$ cat config.mk
export PLATFORM = sky130hd
export DESIGN_NAME = instr_dispatch_flat
export DESIGN_NICKNAME = d
export VERILOG_FILES = /design/src/rtl/instr_dispatch_pkg.sv /design/src/rtl/instr_dispatch_if.sv /design/src/rtl/instr_dispatch_timeout_cnt.sv /design/src/rtl/instr_dispatch.sv /design/src/flat_wrapper.sv
export SDC_FILE = /design/constraint.sdc
export NUM_CORES = 1
export LEC_CHECK = 0
export BUFFER_PORTS_ARGS = -buffer_cell sky130_fd_sc_hd__buf_2
export CAP_MARGIN = 10
export CORE_MARGIN = 2
export CORE_UTILIZATION = 52
export CTS_CLUSTER_DIAMETER = 50
export DETAILED_ROUTE_END_ITERATION = 10
export PLACE_DENSITY = 0.83
export SLEW_MARGIN = 0
export SYNTH_ARGS = -nofsm -noshare
export SYNTH_HDL_FRONTEND = slang
export SYNTH_HIERARCHICAL = 1
export SYNTH_SLANG_ARGS = --single-unit
$ cat constraint.sdc
create_clock -name clk -period 5.95 [get_ports clk]
set_input_delay 0.8925 -clock clk [delete_from_list [all_inputs] [get_ports clk]]
set_output_delay 0.8925 -clock clk [all_outputs]
set_load 0.005 [all_outputs]
$ cat src/rtl/instr_dispatch_pkg.sv
// Shared definitions for the instruction dispatcher: opcodes, instruction field layout,
// FSM state encoding and error bit indices.
package dispatch_pkg;

  localparam logic [3:0] OP_NOP   = 4'd0;
  localparam logic [3:0] OP_LOAD  = 4'd1;
  localparam logic [3:0] OP_CONV  = 4'd2;
  localparam logic [3:0] OP_STORE = 4'd3;

  localparam int unsigned INSTR_W  = 64;
  localparam int unsigned OPC_LSB  = 60;
  localparam int unsigned OPC_W    = 4;
  localparam int unsigned ADDR_LSB = 40;
  localparam int unsigned ADDR_W   = 20;
  localparam int unsigned LEN_LSB  = 24;
  localparam int unsigned LEN_W    = 16;
  localparam int unsigned CFG_LSB  = 0;
  localparam int unsigned CFG_W    = 24;

  typedef enum logic [2:0] {
    StIdle,
    StDecode,
    StIssue,
    StWait,
    StDone
  } state_e;

  localparam int unsigned ERR_W      = 2;
  localparam int unsigned ERR_OPC_TO = 0;  // illegal opcode or unit timeout
  localparam int unsigned ERR_BUSY   = 1;  // instruction arrived while busy

  function automatic logic op_is_unit(logic [OPC_W-1:0] op);
    return (op == OP_LOAD) || (op == OP_CONV) || (op == OP_STORE);
  endfunction

endpackage

$ cat src/rtl/instr_dispatch_if.sv
// Instruction bus, execution-unit handshake and status signals of the dispatcher.
interface instr_dispatch_if;
  import dispatch_pkg::*;

  logic                instr_en;
  logic [INSTR_W-1:0]  instr;
  logic                err_clr;
  logic                load_done;
  logic                conv_done;
  logic                store_done;
  logic                load_start;
  logic                conv_start;
  logic                store_start;
  logic [ADDR_W-1:0]   param_addr;
  logic [LEN_W-1:0]    param_len;
  logic [CFG_W-1:0]    param_cfg;
  logic                instr_done;
  logic                busy;
  logic [ERR_W-1:0]    err_code;

  modport master (
    output instr_en, instr, err_clr, load_done, conv_done, store_done,
    input  load_start, conv_start, store_start, param_addr, param_len, param_cfg,
           instr_done, busy, err_code
  );

  modport slave (
    input  instr_en, instr, err_clr, load_done, conv_done, store_done,
    output load_start, conv_start, store_start, param_addr, param_len, param_cfg,
           instr_done, busy, err_code
  );

endinterface

$ cat src/rtl/instr_dispatch_timeout_cnt.sv
// WAIT-state cycle counter; expired_o flags the last permitted WAIT cycle.
module dispatch_timeout_cnt #(
  parameter int unsigned TIMEOUT_CYCLES = 65535,
  parameter int unsigned TO_W           = 16
) (
  input  logic clk,
  input  logic rst,
  input  logic clr_i,
  input  logic en_i,
  output logic expired_o
);

  logic [TO_W-1:0] cnt_q;

  always_ff @(posedge clk) begin
    if (rst || clr_i) begin
      cnt_q <= '0;
    end else if (en_i) begin
      cnt_q <= cnt_q + 1'b1;
    end
  end

  // Counting this cycle would make the total reach TIMEOUT_CYCLES.
  assign expired_o = (cnt_q == TO_W'(TIMEOUT_CYCLES - 1));

endmodule

$ cat src/rtl/instr_dispatch.sv
// Decodes accepted instructions, starts the addressed execution unit, waits for its done
// (bounded by a timeout) and returns a one-cycle completion pulse.
module instr_dispatch
  import dispatch_pkg::*;
#(
  parameter int unsigned TIMEOUT_CYCLES = 65535,
  parameter int unsigned TO_W           = 16
) (
  input  logic              clk,
  input  logic              rst,
  instr_dispatch_if.slave   bus
);

  state_e             state_q;
  logic [OPC_W-1:0]   opcode_q;
  logic [ADDR_W-1:0]  addr_q;
  logic [LEN_W-1:0]   len_q;
  logic [CFG_W-1:0]   cfg_q;
  logic               load_start_q;
  logic               conv_start_q;
  logic               store_start_q;
  logic               instr_done_q;
  logic               busy_q;
  logic [ERR_W-1:0]   err_q;
  logic [ERR_W-1:0]   err_set;
  logic               sel_done;
  logic               cnt_expired;

  dispatch_timeout_cnt #(
    .TIMEOUT_CYCLES (TIMEOUT_CYCLES),
    .TO_W           (TO_W)
  ) u_timeout_cnt (
    .clk       (clk),
    .rst       (rst),
    .clr_i     (state_q == StIssue),
    .en_i      ((state_q == StWait) && !sel_done),
    .expired_o (cnt_expired)
  );

  always_comb begin
    sel_done = 1'b0;
    unique case (opcode_q)
      OP_LOAD:  sel_done = bus.load_done;
      OP_CONV:  sel_done = bus.conv_done;
      OP_STORE: sel_done = bus.store_done;
      default:  sel_done = 1'b0;
    endcase
  end

  always_comb begin
    err_set             = '0;
    err_set[ERR_BUSY]   = bus.instr_en && (state_q != StIdle);
    err_set[ERR_OPC_TO] = ((state_q == StDecode) && (opcode_q != OP_NOP) &&
                           !op_is_unit(opcode_q)) ||
                          ((state_q == StWait) && !sel_done && cnt_expired);
  end

  always_ff @(posedge clk) begin
    if (rst) begin
      state_q       <= StIdle;
      opcode_q      <= '0;
      addr_q        <= '0;
      len_q         <= '0;
      cfg_q         <= '0;
      load_start_q  <= 1'b0;
      conv_start_q  <= 1'b0;
      store_start_q <= 1'b0;
      instr_done_q  <= 1'b0;
      busy_q        <= 1'b0;
      err_q         <= '0;
    end else begin
      load_start_q  <= 1'b0;
      conv_start_q  <= 1'b0;
      store_start_q <= 1'b0;
      instr_done_q  <= 1'b0;
      // A new error in the same cycle as err_clr survives the clear.
      err_q         <= (bus.err_clr ? '0 : err_q) | err_set;
      unique case (state_q)
        StIdle: begin
          if (bus.instr_en) begin
            opcode_q <= bus.instr[OPC_LSB +: OPC_W];
            addr_q   <= bus.instr[ADDR_LSB +: ADDR_W];
            len_q    <= bus.instr[LEN_LSB +: LEN_W];
            cfg_q    <= bus.instr[CFG_LSB +: CFG_W];
            busy_q   <= 1'b1;
            state_q  <= StDecode;
          end
        end
        StDecode: begin
          if (op_is_unit(opcode_q)) begin
            load_start_q  <= (opcode_q == OP_LOAD);
            conv_start_q  <= (opcode_q == OP_CONV);
            store_start_q <= (opcode_q == OP_STORE);
            state_q       <= StIssue;
          end else begin
            instr_done_q <= 1'b1;
            state_q      <= StDone;
          end
        end
        StIssue: begin
          state_q <= StWait;
        end
        StWait: begin
          if (sel_done || cnt_expired) begin
            instr_done_q <= 1'b1;
            state_q      <= StDone;
          end
        end
        StDone: begin
          busy_q  <= 1'b0;
          state_q <= StIdle;
        end
        default: begin
          busy_q  <= 1'b0;
          state_q <= StIdle;
        end
      endcase
    end
  end

  assign bus.load_start  = load_start_q;
  assign bus.conv_start  = conv_start_q;
  assign bus.store_start = store_start_q;
  assign bus.param_addr  = addr_q;
  assign bus.param_len   = len_q;
  assign bus.param_cfg   = cfg_q;
  assign bus.instr_done  = instr_done_q;
  assign bus.busy        = busy_q;
  assign bus.err_code    = err_q;

endmodule

$ cat src/flat_wrapper.sv
// flat-port wrapper written by rule: the top's interface ports become plain ports
module instr_dispatch_flat import dispatch_pkg::*;
#(
  parameter int unsigned TIMEOUT_CYCLES = 65535,
  parameter int unsigned TO_W           = 16
)
  (clk, rst, bus_instr_en, bus_instr, bus_err_clr, bus_load_done, bus_conv_done, bus_store_done, bus_load_start, bus_conv_start, bus_store_start, bus_param_addr, bus_param_len, bus_param_cfg, bus_instr_done, bus_busy, bus_err_code);
  instr_dispatch_if bus_i ();
  input  logic clk;
  input  logic rst;
  input wire logic [$bits(bus_i.instr_en)-1:0] bus_instr_en;
  input wire logic [$bits(bus_i.instr)-1:0] bus_instr;
  input wire logic [$bits(bus_i.err_clr)-1:0] bus_err_clr;
  input wire logic [$bits(bus_i.load_done)-1:0] bus_load_done;
  input wire logic [$bits(bus_i.conv_done)-1:0] bus_conv_done;
  input wire logic [$bits(bus_i.store_done)-1:0] bus_store_done;
  output wire logic [$bits(bus_i.load_start)-1:0] bus_load_start;
  output wire logic [$bits(bus_i.conv_start)-1:0] bus_conv_start;
  output wire logic [$bits(bus_i.store_start)-1:0] bus_store_start;
  output wire logic [$bits(bus_i.param_addr)-1:0] bus_param_addr;
  output wire logic [$bits(bus_i.param_len)-1:0] bus_param_len;
  output wire logic [$bits(bus_i.param_cfg)-1:0] bus_param_cfg;
  output wire logic [$bits(bus_i.instr_done)-1:0] bus_instr_done;
  output wire logic [$bits(bus_i.busy)-1:0] bus_busy;
  output wire logic [$bits(bus_i.err_code)-1:0] bus_err_code;
  assign bus_i.instr_en = bus_instr_en;
  assign bus_i.instr = bus_instr;
  assign bus_i.err_clr = bus_err_clr;
  assign bus_i.load_done = bus_load_done;
  assign bus_i.conv_done = bus_conv_done;
  assign bus_i.store_done = bus_store_done;
  assign bus_load_start = bus_i.load_start;
  assign bus_conv_start = bus_i.conv_start;
  assign bus_store_start = bus_i.store_start;
  assign bus_param_addr = bus_i.param_addr;
  assign bus_param_len = bus_i.param_len;
  assign bus_param_cfg = bus_i.param_cfg;
  assign bus_instr_done = bus_i.instr_done;
  assign bus_busy = bus_i.busy;
  assign bus_err_code = bus_i.err_code;
  instr_dispatch #(.TIMEOUT_CYCLES(TIMEOUT_CYCLES), .TO_W(TO_W)) u_core (.clk(clk), .rst(rst), .bus(bus_i));
endmodule
==> results of run 1 <==
-- area by class of cell --
class	count	area share
Timing Repair Buffer	140	0.1635
Clock buffer	11	0.03265
Sequential cell	90	0.4161
Inverter	5	0.004334
Clock inverter	4	0.01762
Tap cell	77	0.02225
Multi-Input combinational cell	291	0.3435
-- power by group through the flow --
stage / sequential (W) / clock, W / combinational [W]
2_1_floorplan: 0.000674 / 0 / 0.0000955
3_3_place_gp: 0.000671 / 0 / 0.000160
3_5_place_dp: 0.000673 / 0 / 0.000163
4_1_cts: 0.000659 / 0.000460 / 0.000163
5_1_grt: 0.000663 / 0.000483 / 0.000182
6_report: 0.000659 / 0.000449 / 0.000161
-- worst paths after layout --
kind	start	to	slack (ns)	cells after the start
worst min register to register	u_core/bus.param_cfg[2]	u_core/bus.param_cfg[2]	0.46	2
worst max register to register	u_core/opcode_q[1]	u_core/u_timeout_cnt/cnt_q[12]	3.53	6
worst min-delay path	u_core/bus.param_cfg[2]	u_core/bus.param_cfg[2]	0.46	2
worst max-delay path	bus_instr_en	u_core/bus.param_len[15]	3.42	5
-- per-stage QoR --
step	cells	worst slack (ns)	hold WS (ns)
6_report	618	3.423	0.4554
5_1_grt	618	3.280	0.4729
4_1_cts	618	3.410	0.4563
3_5_place_dp	603	3.040	0.4439
3_3_place_gp	603	3.089	0.4387
2_1_floorplan	411	3.513	0.4527
-- registers in the layout (all words and copies together) (netlist names), 2 cells and up --
name / cells
u_core/bus.err_code: 2
u_core/bus.param_len: 16
u_core/bus.param_addr: 20
u_core/bus.param_cfg: 24
u_core/state_q: 3
u_core/u_timeout_cnt/cnt_q: 16
u_core/opcode_q: 4
-- cell families (layout without fill, tap and decap cells) --
group	after synthesis	in the layout	synth area share
xor+xnor	10	10	0.02536
fa+ha+maj	2	2	0.007245
compound gates	86	86	0.1435
mux	2	2	0.005797
buf+inv	30	160	0.04927
flops	90	90	0.5217
simple gates	191	191	0.2471
-- worst max-delay path, stage by stage --
cell	delay (ns)
buf_2	0.11
nor4b_2	0.89
buf_4	0.59
nand2_1	0.14
a21oi_1	0.14
-- layer usage --
layer,share of wire,track usage,wire length (um),vias up
li1,-,-,-,1618
met1,0.42,0.2631,3363,1434
met2,0.49,0.3722,3929,124
met3,0.079,0.05294,638,14
met4,0.016,0.08369,128,0
met5,0,0,0,-
-- Yosys cell counts (all sizes together) (3+ instances only) --
library cell / instances
nand4: 4
xor2: 3
nor4: 3
buf: 17
inv: 5
nand2b: 3
nor3: 8
a21oi: 69
o22ai: 3
nand2: 136
xnor2: 7
clkbuf: 8
nand3: 6
dfxtp: 90
nor2: 17
-- placed cells by master, fill, tap and decap left out, types with 3 or more instances in the layout --
cell type,n
clkbuf_8,10
nand2_1,136
nand3_1,5
nand2b_1,3
buf_4,3
xnor2_1,7
o22ai_1,3
nand4_1,3
nor2_1,17
inv_1,5
dfxtp_1,90
buf_2,137
nor3_1,8
xor2_1,3
a21oi_1,69
==> reports/qor.yml, run 1 <==
timing:
  fmax_mhz: 395.7
  slew_headroom: 0.2572
  setup_violations: 0
  hold_violations: 0
  drv_slew: 0
  fin_crit_sh: 0.4247
  tightestPinTransition_ns: 1.111
  layout_min_cycle_time_ns: 2.527
  rsz0062_at_grt: "false"
  tns_ns: 0
  finClkSkew_ns: 0.008983
power:
  p_int_w: 0.0009537
  max-vdd-ir-drop_mv: 0.2128
  p_leak_nw: 1.953
  share_comb_of_total_power: 0.127
  netSwitchingPower_w: 0.0003150
  powerDensity_nw_per_um2: 293.0
  power_frac_seq: 0.519
  p_clk_frac: 0.354
  swShare: 0.2483
  p_total_w: 0.001269
floorplanning:
  start_util: 0.5408
  fp.coreArea_um2: 6386
  row_count: 29
  die_area_um2: 7309
  fp.dieW_um: 85.49
  ios: 138
  die-height_um: 85.49
job:
  maxCapViolCount: 0
synth:
  synth_cells: 411
  ys_types: 45
  ys.flop_type: "dfxtp_1"
  synth_area_per_cell_um2: 8.402
  synth_top_area_frac: 0.5217
  synth_edf_count: 0
  synthTopCellsByArea: "dfxtp_1 52%, nand2_1 15%, a21oi_1 10%, buf_6 2.0%, nor2_1 1.8%"
  ys_seq_area_frac: 0.5217
  yosysTopAreaCell: "dfxtp_1"
  synth.cell_area_um2: 3453
  async_flop_share: 0
  synthesis.nets: 484
  ys_seq_elements: 90
  yosys_warnings: 6
worst_setup_path:
  worst-setup-path-type: "primary input to flop"
  required_ns: 6.23
  cp_data_arrival_time_ns: 2.80
  end_kind: "flop"
  cp_max_fo: 53
  start_kind: "primary input"
clock_network:
  cts_resized: 0
  cts_setup_buffers: 0
  cts.reportedPaths.clkPinSlew_ns: 0.08
  numCtsBuffers: 9
  clock_latency_ns: 0.35
  ctsHoldBuffers: 0
  cts_root_buf: "clkbuf_8"
  clock_path_buffers: 2
  cts.sinks: 90
  cts-htree-levels: 3
  cts_tree: "yes"
global_routing:
  antenna_found_initial: 0
  grt_pass1_wl_um: 12790
  grt_overflow: 0
  grt_start_max_net_pins: 55
  grt_usage: 0.2169
  grt_pass1_vias: 2866
detailed_routing:
  vias: 3190
  ant_nets: 0
  drtPass1Iterations: 4
  viasPerCell: 5.162
  drc: 0
  wl_um: 8060
  avgRoutedWirePerCell_um: 13.04
  drt-initial-drc-count: 106
cells_and_area:
  syn_to_final_growth_pct: 25.40
  multi_input_area_um2: 1488
  nets: 610
  num-fill-cells: 553
  finish.utilization: 0.6781
  antenna_cells: 0
  area.sequential_um2: 1802
  stdcell_area_um2: 4330
  drive_gt1_frac: 0.3031
min_path:
  min_path_type: "flop to flop"
placement:
  placed_area_um2: 4113
  io_buffers: 137
  hpwl_um: 5755
  place_congestion: 0.8030
run_status:
  status: "finished, final reports clean"
Note: power is estimated with default switching activity, not from simulation.
==> inputs of run 2 (changes only) <==
--- a/config.mk
+++ b/config.mk
@@ -8,10 +8,10 @@
 export BUFFER_PORTS_ARGS = -buffer_cell sky130_fd_sc_hd__buf_2
 export CAP_MARGIN = 10
 export CORE_MARGIN = 2
-export CORE_UTILIZATION = 52
+export CORE_UTILIZATION = 43
 export CTS_CLUSTER_DIAMETER = 50
 export DETAILED_ROUTE_END_ITERATION = 10
-export PLACE_DENSITY = 0.83
+export PLACE_DENSITY = 0.73
 export SLEW_MARGIN = 0
 export SYNTH_ARGS = -nofsm -noshare
 export SYNTH_HDL_FRONTEND = slang
==> constraint.sdc (replaced) <==
create_clock -name clk -period 2.3 [get_ports clk]
set_input_delay 0.345 -clock clk [delete_from_list [all_inputs] [get_ports clk]]
set_output_delay 0.345 -clock clk [all_outputs]
set_load 0.005 [all_outputs]
==> run 2 against run 1 <==
Net effect: flip-flop and latch count stayed put; register-to-register slack worse by 3.3 ns; final cell count rose by 5.3%; largest cell class unchanged.
==> reports/qor.yml, run 2 (synthesis gave the netlist of run 1 again) <==
run_status:
  status: "finished, final reports clean"
timing:
  finClkSkew_ns: 0.008346  # -0.0006366 ns
  slew_headroom: 0.6899  # +0.4327
  rsz0062_at_grt: "false"
  setup_violations: 0  # unchanged
  drv_slew: 0  # unchanged
  tns_ns: 0  # unchanged
  fmax_mhz: 477.0
  tightestPinTransition_ns: 0.4652  # -0.6461 ns
  hold_violations: 0  # unchanged
  layout_min_cycle_time_ns: 2.097
  fin_crit_sh: 0.9115
worst_setup_path:
  r2r_cells: 6  # unchanged
  required_ns: 2.55  # -3.68 ns
  crit_buf_inv: 0  # -2
  startpoint: "u_core/opcode_q[1]"
  worst-setup-path-type: "flop to flop"
  critPathMaxStageDelay_ns: 0.50  # -0.39 ns
  cp_max_fo: 6  # -89%
  r2r_start: "u_core/opcode_q[1]"
  crit_family: "simple AND/OR/NAND/NOR gates"
  cp_cell_sequence: "mux2i_2 -> a2111oi_4 -> nor2_1 -> nand2_1 -> or4_4 -> o221a_1"
  path_depth: 6  # +1
  end_kind: "flop"
  slowest_stage: "or4_4"
  cp_data_arrival_time_ns: 2.34  # -0.46 ns
  start_kind: "flop"
clock_network:
  clock_path_buffers: 2  # unchanged
  cts.reportedPaths.clkPinSlew_ns: 0.09  # about the same
  cts.sinks: 90  # unchanged
  cts_root_buf: "clkbuf_8"
  cts_tree: "yes"
  cts_setup_buffers: 0  # unchanged
  clock_latency_ns: 0.36  # about the same
  numCtsBuffers: 9  # unchanged
  ctsHoldBuffers: 0  # unchanged
  cts-htree-levels: 3  # unchanged
cells_and_area:
  syn_to_final_growth_pct: 27.75
  nets: 617  # +1.1%
  num-fill-cells: 711  # +29%
  final_common_cell: "buf_2"
  drive_gt1_frac: 0.3206  # +0.01744
  mostFrequentLayoutCells: "137 x buf_2, 136 x nand2_1, 90 x dfxtp_1, 69 x a21oi_1, 17 x nor2_1"
  antenna_cells: 0  # unchanged
  largest_reg_flops: 24  # unchanged
  stdcell_area_um2: 4412  # +1.9%
detailed_routing:
  wl_met3_um: 551  # -14%
  wl_met1_um: 3644  # +8.4%
  wl_um: 8126  # +0.82%
  drtPass1Iterations: 4  # unchanged
  drt-initial-drc-count: 84  # -21%
  wl_met2_um: 3825  # -2.6%
  ant_nets: 0  # unchanged
  vias: 3176  # -0.44%
  dr.max_layer_used: "met4"
  viasPerCell: 4.879  # -5.5%
  drc: 0  # unchanged
  avgRoutedWirePerCell_um: 12.48  # -4.3%
global_routing:
  grt_overflow: 0  # unchanged
  grt_usage: 0.1844  # -0.03253
  grt_pass1_wl_um: 12880  # +0.65%
  antenna_found_initial: 0  # unchanged
  grt_start_max_net_pins: 47  # -15%
  grt_pass1_vias: 2916  # +1.7%
power:
  max-vdd-ir-drop_mv: 0.3217  # +51%
  powerDensity_nw_per_um2: 729.9  # +150%
  p_leak_nw: 1.989  # +1.8%
  p_total_w: 0.003220  # +150%
floorplanning:
  row_count: 32  # +10%
  die_area_um2: 8764  # +20%
  die-height_um: 93.62  # +9.5%
  fp.dieW_um: 93.62  # +9.5%
  ios: 138  # unchanged
  start_util: 0.4446  # -0.09616
  fp.coreArea_um2: 7767  # +22%
min_path:
  min_path_type: "primary input to flop"
  hold_path_depth: 3  # +1
  hp-start: "bus_instr[0]"
placement:
  io_buffers: 137  # unchanged
  hpwl_um: 5737  # -0.31%
  place_congestion: 0.7675  # -4.4%
  placed_area_um2: 4197  # +2.0%
job:
  maxCapViolCount: 0  # unchanged
-- run 2: cell types whose count changed in the layout (fill, tap and decap cells not counted), sizes merged --
cell,delta
buf,+7
bufinv,-1
clkbuf,-2
clkinv,+3
clkinvlp,-1
inv,+2
-- run 2: through the flow --
step           hold WS [ns]  cells  worst slack, ns  utilization
2_1_floorplan        0.4527    411           0.2924            -
3_3_place_gp         0.4385    635           0.2466       0.5403
3_5_place_dp         0.4432    635           0.1626       0.5403
4_1_cts              0.1976    651           0.1294       0.5662
5_1_grt              0.2049    651         0.007941       0.5680
6_report             0.2129    651           0.2035       0.5680
-- run 2: where the power goes --
| group | switching [W] | internal, W | total (W) |
|---|---|---|---|
| Clock | 0.000573 | 0.000514 | 0.00109 |
| Combinational | 0.000240 | 0.000190 | 0.000429 |
| Sequential | 0.0000543 | 0.00165 | 0.00170 |
| Total | 0.000867 | 0.00235 | 0.00322 |
-- run 2: final cells by class --
| class | instances | area, um^2 | share of cell area |
|---|---|---|---|
| multi-input cells | 291 | 1501 | 0.3403 |
| clock inverters | 7 | 77.57 | 0.01758 |
| flip-flops and latches | 90 | 1802 | 0.4084 |
| well taps | 102 | 127.6 | 0.02893 |
| clock buffers | 9 | 123.9 | 0.02808 |
| repair buffers | 147 | 760.7 | 0.1724 |
| inverters | 5 | 18.77 | 0.004254 |
-- run 2: repair_timing --
| action | CTS | global route |
|---|---|---|
| endpoints found under the setup margin | 0 | 3 |
| resized for setup | 0 | 3 |
| endpoints found under the hold margin | 0 | 0 |
-- run 2: worst register-to-register path: cells and delay by family, from the launching register on --
family             cells  cell delay (ns)
and+or+nand+nor        3             0.87
DFF                    1             0.45
AOI/OAI and AO/OA      2             0.36
muxes                  1             0.31
-- run 2: worst paths after layout --
kind | end | slack (ns)
min | u_core/bus.param_cfg[0] | 0.21
min reg2reg | u_core/bus.param_len[15] | 0.46
max | u_core/u_timeout_cnt/cnt_q[12] | 0.20
max reg2reg | u_core/u_timeout_cnt/cnt_q[12] | 0.20
-- run 2: per-layer routing --
| layer | track usage | vias up |
|---|---|---|
| li1 | - | 1634 |
| met1 | 0.2244 | 1439 |
| met2 | 0.3135 | 95 |
| met3 | 0.04996 | 8 |
| met4 | 0.06522 | 0 |
| met5 | 0 | - |
==> inputs of run 3 (changes only) <==
--- a/config.mk
+++ b/config.mk
@@ -8,11 +8,11 @@
 export BUFFER_PORTS_ARGS = -buffer_cell sky130_fd_sc_hd__buf_2
 export CAP_MARGIN = 10
 export CORE_MARGIN = 2
-export CORE_UTILIZATION = 43
+export CORE_UTILIZATION = 25
 export CTS_CLUSTER_DIAMETER = 50
 export DETAILED_ROUTE_END_ITERATION = 10
-export PLACE_DENSITY = 0.73
-export SLEW_MARGIN = 0
+export PLACE_DENSITY = 0.44
+export SLEW_MARGIN = 5
 export SYNTH_ARGS = -nofsm -noshare
 export SYNTH_HDL_FRONTEND = slang
 export SYNTH_HIERARCHICAL = 1
==> run 3 against run 2 <==
Net effect: register-to-register slack improved by 0.09 ns; highest routed layer unchanged; routed wire length increased by 12%; worst setup slack improved by 0.094 ns; first-iteration DRC count increased by 96%; critical path depth increased by 2; non-clock buffer count increased by 1; final cell count increased by 12%; core utilization decreased by 22 points; sequential power about the same; clock skew about the same.
==> reports/qor.yml, run 3 (synthesis gave the netlist of run 1 again) <==
min_path:
  hp-start: "bus_instr[13]"
  holdPathEnd: "u_core/bus.param_cfg[13]"
  min_path_type: "primary input to flop"
  hold_path_depth: 3  # unchanged
cells_and_area:
  num-fill-cells: 1445  # +100%
  antenna_cells: 0  # unchanged
  final_common_cell: "buf_2"
  largest_reg_flops: 24  # unchanged
  multi_input_area_um2: 1488  # -0.92%
  syn_to_final_growth_pct: 33.26
  nets: 618  # +0.16%
  finish.utilization: 0.3448  # -0.2232
  drive_gt1_frac: 0.3091  # -0.01149
  area.sequential_um2: 1802  # unchanged
  mostFrequentLayoutCells: "137 x buf_2, 136 x nand2_1, 90 x dfxtp_1, 69 x a21oi_1, 17 x nor2_1"
detailed_routing:
  wl_um: 9115  # +12%
  avgRoutedWirePerCell_um: 12.56  # +0.58%
  drt-initial-drc-count: 165  # +96%
  drtPass1Iterations: 4  # unchanged
  vias: 3177  # +0.031%
  ant_nets: 0  # unchanged
  drc: 0  # unchanged
  viasPerCell: 4.376  # -10%
worst_setup_path:
  worst-setup-path-type: "flop to flop"
  r2r_cells: 8  # +2
  r2r_end: "u_core/u_timeout_cnt/cnt_q[15]"
  end_kind: "flop"
  startpoint: "u_core/opcode_q[1]"
  r2r_setup_slack_ns: 0.30  # +0.09 ns
  cp_max_fo: 5  # -1
  cp_data_arrival_time_ns: 2.24  # -0.10 ns
  slowest_stage: "dfxtp_1"
  cp_cell_sequence: "mux2i_1 -> a2111oi_4 -> nor2_1 -> nand3_1 -> buf_4 -> nor4_4 -> a21oi_1 -> a31o_1"
  critPathMaxStageDelay_ns: 0.35  # -0.15 ns
  required_ns: 2.54  # about the same
  start_kind: "flop"
  r2r_start: "u_core/opcode_q[1]"
clock_network:
  numCtsBuffers: 9  # unchanged
  cts_setup_buffers: 0  # unchanged
  clock_latency_ns: 0.34  # -0.02 ns
  cts_resized: 0  # unchanged
  cts.reportedPaths.clkPinSlew_ns: 0.06  # -0.03 ns
  cts_tree: "yes"
  cts-htree-levels: 3  # unchanged
  ctsHoldBuffers: 0  # unchanged
  cts.sinks: 90  # unchanged
  clock_path_buffers: 2  # unchanged
  cts_root_buf: "clkbuf_16"
floorplanning:
  start_util: 0.2587  # -0.1859
  die_area_um2: 14770  # +69%
  ios: 138  # unchanged
  fp.coreArea_um2: 13350  # +72%
  die-height_um: 121.5  # +30%
  fp.dieW_um: 121.5  # +30%
  row_count: 42  # +31%
timing:
  tns_ns: 0  # unchanged
  finClkSkew_ns: 0.008665  # +0.0003187 ns
  layout_min_cycle_time_ns: 2.003  # -0.09384 ns
  setup_violations: 0  # unchanged
  tightestPinTransition_ns: 0.5382  # +0.07302 ns
  fmax_mhz: 499.3  # +4.7%
  drv_slew: 0  # unchanged
  fin_crit_sh: 0.8707  # -0.04080
  rsz0062_at_grt: "false"
  hold_violations: 0  # unchanged
  slew_headroom: 0.6379  # -0.05199
placement:
  place_congestion: 0.7262  # -5.4%
  hpwl_um: 6353  # +11%
  io_buffers: 137  # unchanged
global_routing:
  grt_usage: 0.1205  # -0.06385
  grt_start_max_net_pins: 65  # +38%
  grt_pass1_vias: 2876  # -1.4%
  grt_overflow: 0  # unchanged
  grt_pass1_wl_um: 13970  # +8.5%
  gr-max-usage-layer: "met2"
  globalRouteMet1Util: 0.1542  # -0.07016
  met2_usage: 0.1889  # -0.1246
  antenna_found_initial: 0  # unchanged
  grt_use_met3: 0.03605  # -0.01391
run_status:
  status: "finished, final reports clean"
power:
  powerDensity_nw_per_um2: 776.9  # +6.4%
  max-vdd-ir-drop_mv: 0.3161  # -1.7%
  p_leak_nw: 2.033  # +2.2%
job:
  maxCapViolCount: 0  # unchanged
==> run 3: worst max-delay path by stage <==
stage,to,slack (ns)
6_report,u_core/u_timeout_cnt/cnt_q[15],0.30
5_1_grt,u_core/u_timeout_cnt/cnt_q[15],0.11
4_1_cts,u_core/u_timeout_cnt/cnt_q[15],0.28
3_5_place_dp,u_core/u_timeout_cnt/cnt_q[15],0.25
3_3_place_gp,u_core/u_timeout_cnt/cnt_q[15],0.25
2_1_floorplan,u_core/u_timeout_cnt/cnt_q[12],0.29
==> run 3: per-stage QoR <==
step	power (W)	setup WS (ns)	hold slack, ns	instances	cell area (um^2)
after floorplan	0.001991	0.2924	0.4527	411	3453
after global placement	0.002190	0.2535	0.4384	710	4322
after detailed placement	0.002199	0.2511	0.4434	710	4322
after CTS	0.003654	0.2801	0.2250	726	4602
after global routing	0.003779	0.1065	0.2273	726	4602
final	0.003575	0.2973	0.2423	726	4602
==> run 3: worst max-delay path, delay by kind of cell, from the launching register on <==
| family | cells | cell delay [ns] |
|---|---|---|
| AO/OA/AOI/OAI | 3 | 0.43 |
| AND/OR/NAND/NOR | 3 | 0.64 |
| multiplexers | 1 | 0.33 |
| flip-flops | 1 | 0.35 |
| buffers and inverters | 1 | 0.17 |
==> run 3: power breakdown <==
part,switching (W),leakage [nW],internal (W)
logic,0.000249,1.16,0.000197
clock network,0.000583,0.138,0.000840
registers,0.0000531,0.736,0.00165
total,0.000885,2.03,0.00269
==> run 3: layout make-up <==
class | count | area share
flip-flops and latches | 90 | 0.3915
clock buffers | 13 | 0.05220
multi-input cells | 291 | 0.3233
repair buffers | 148 | 0.1724
clock inverters | 3 | 0.008700
inverters | 5 | 0.004078
well taps | 176 | 0.04785
==> run 3: routing by layer <==
metal	wire (um)	part of all wire
met5	0	0
met4	151	0.017
met3	569	0.062
met2	4193	0.46
met1	4200	0.46
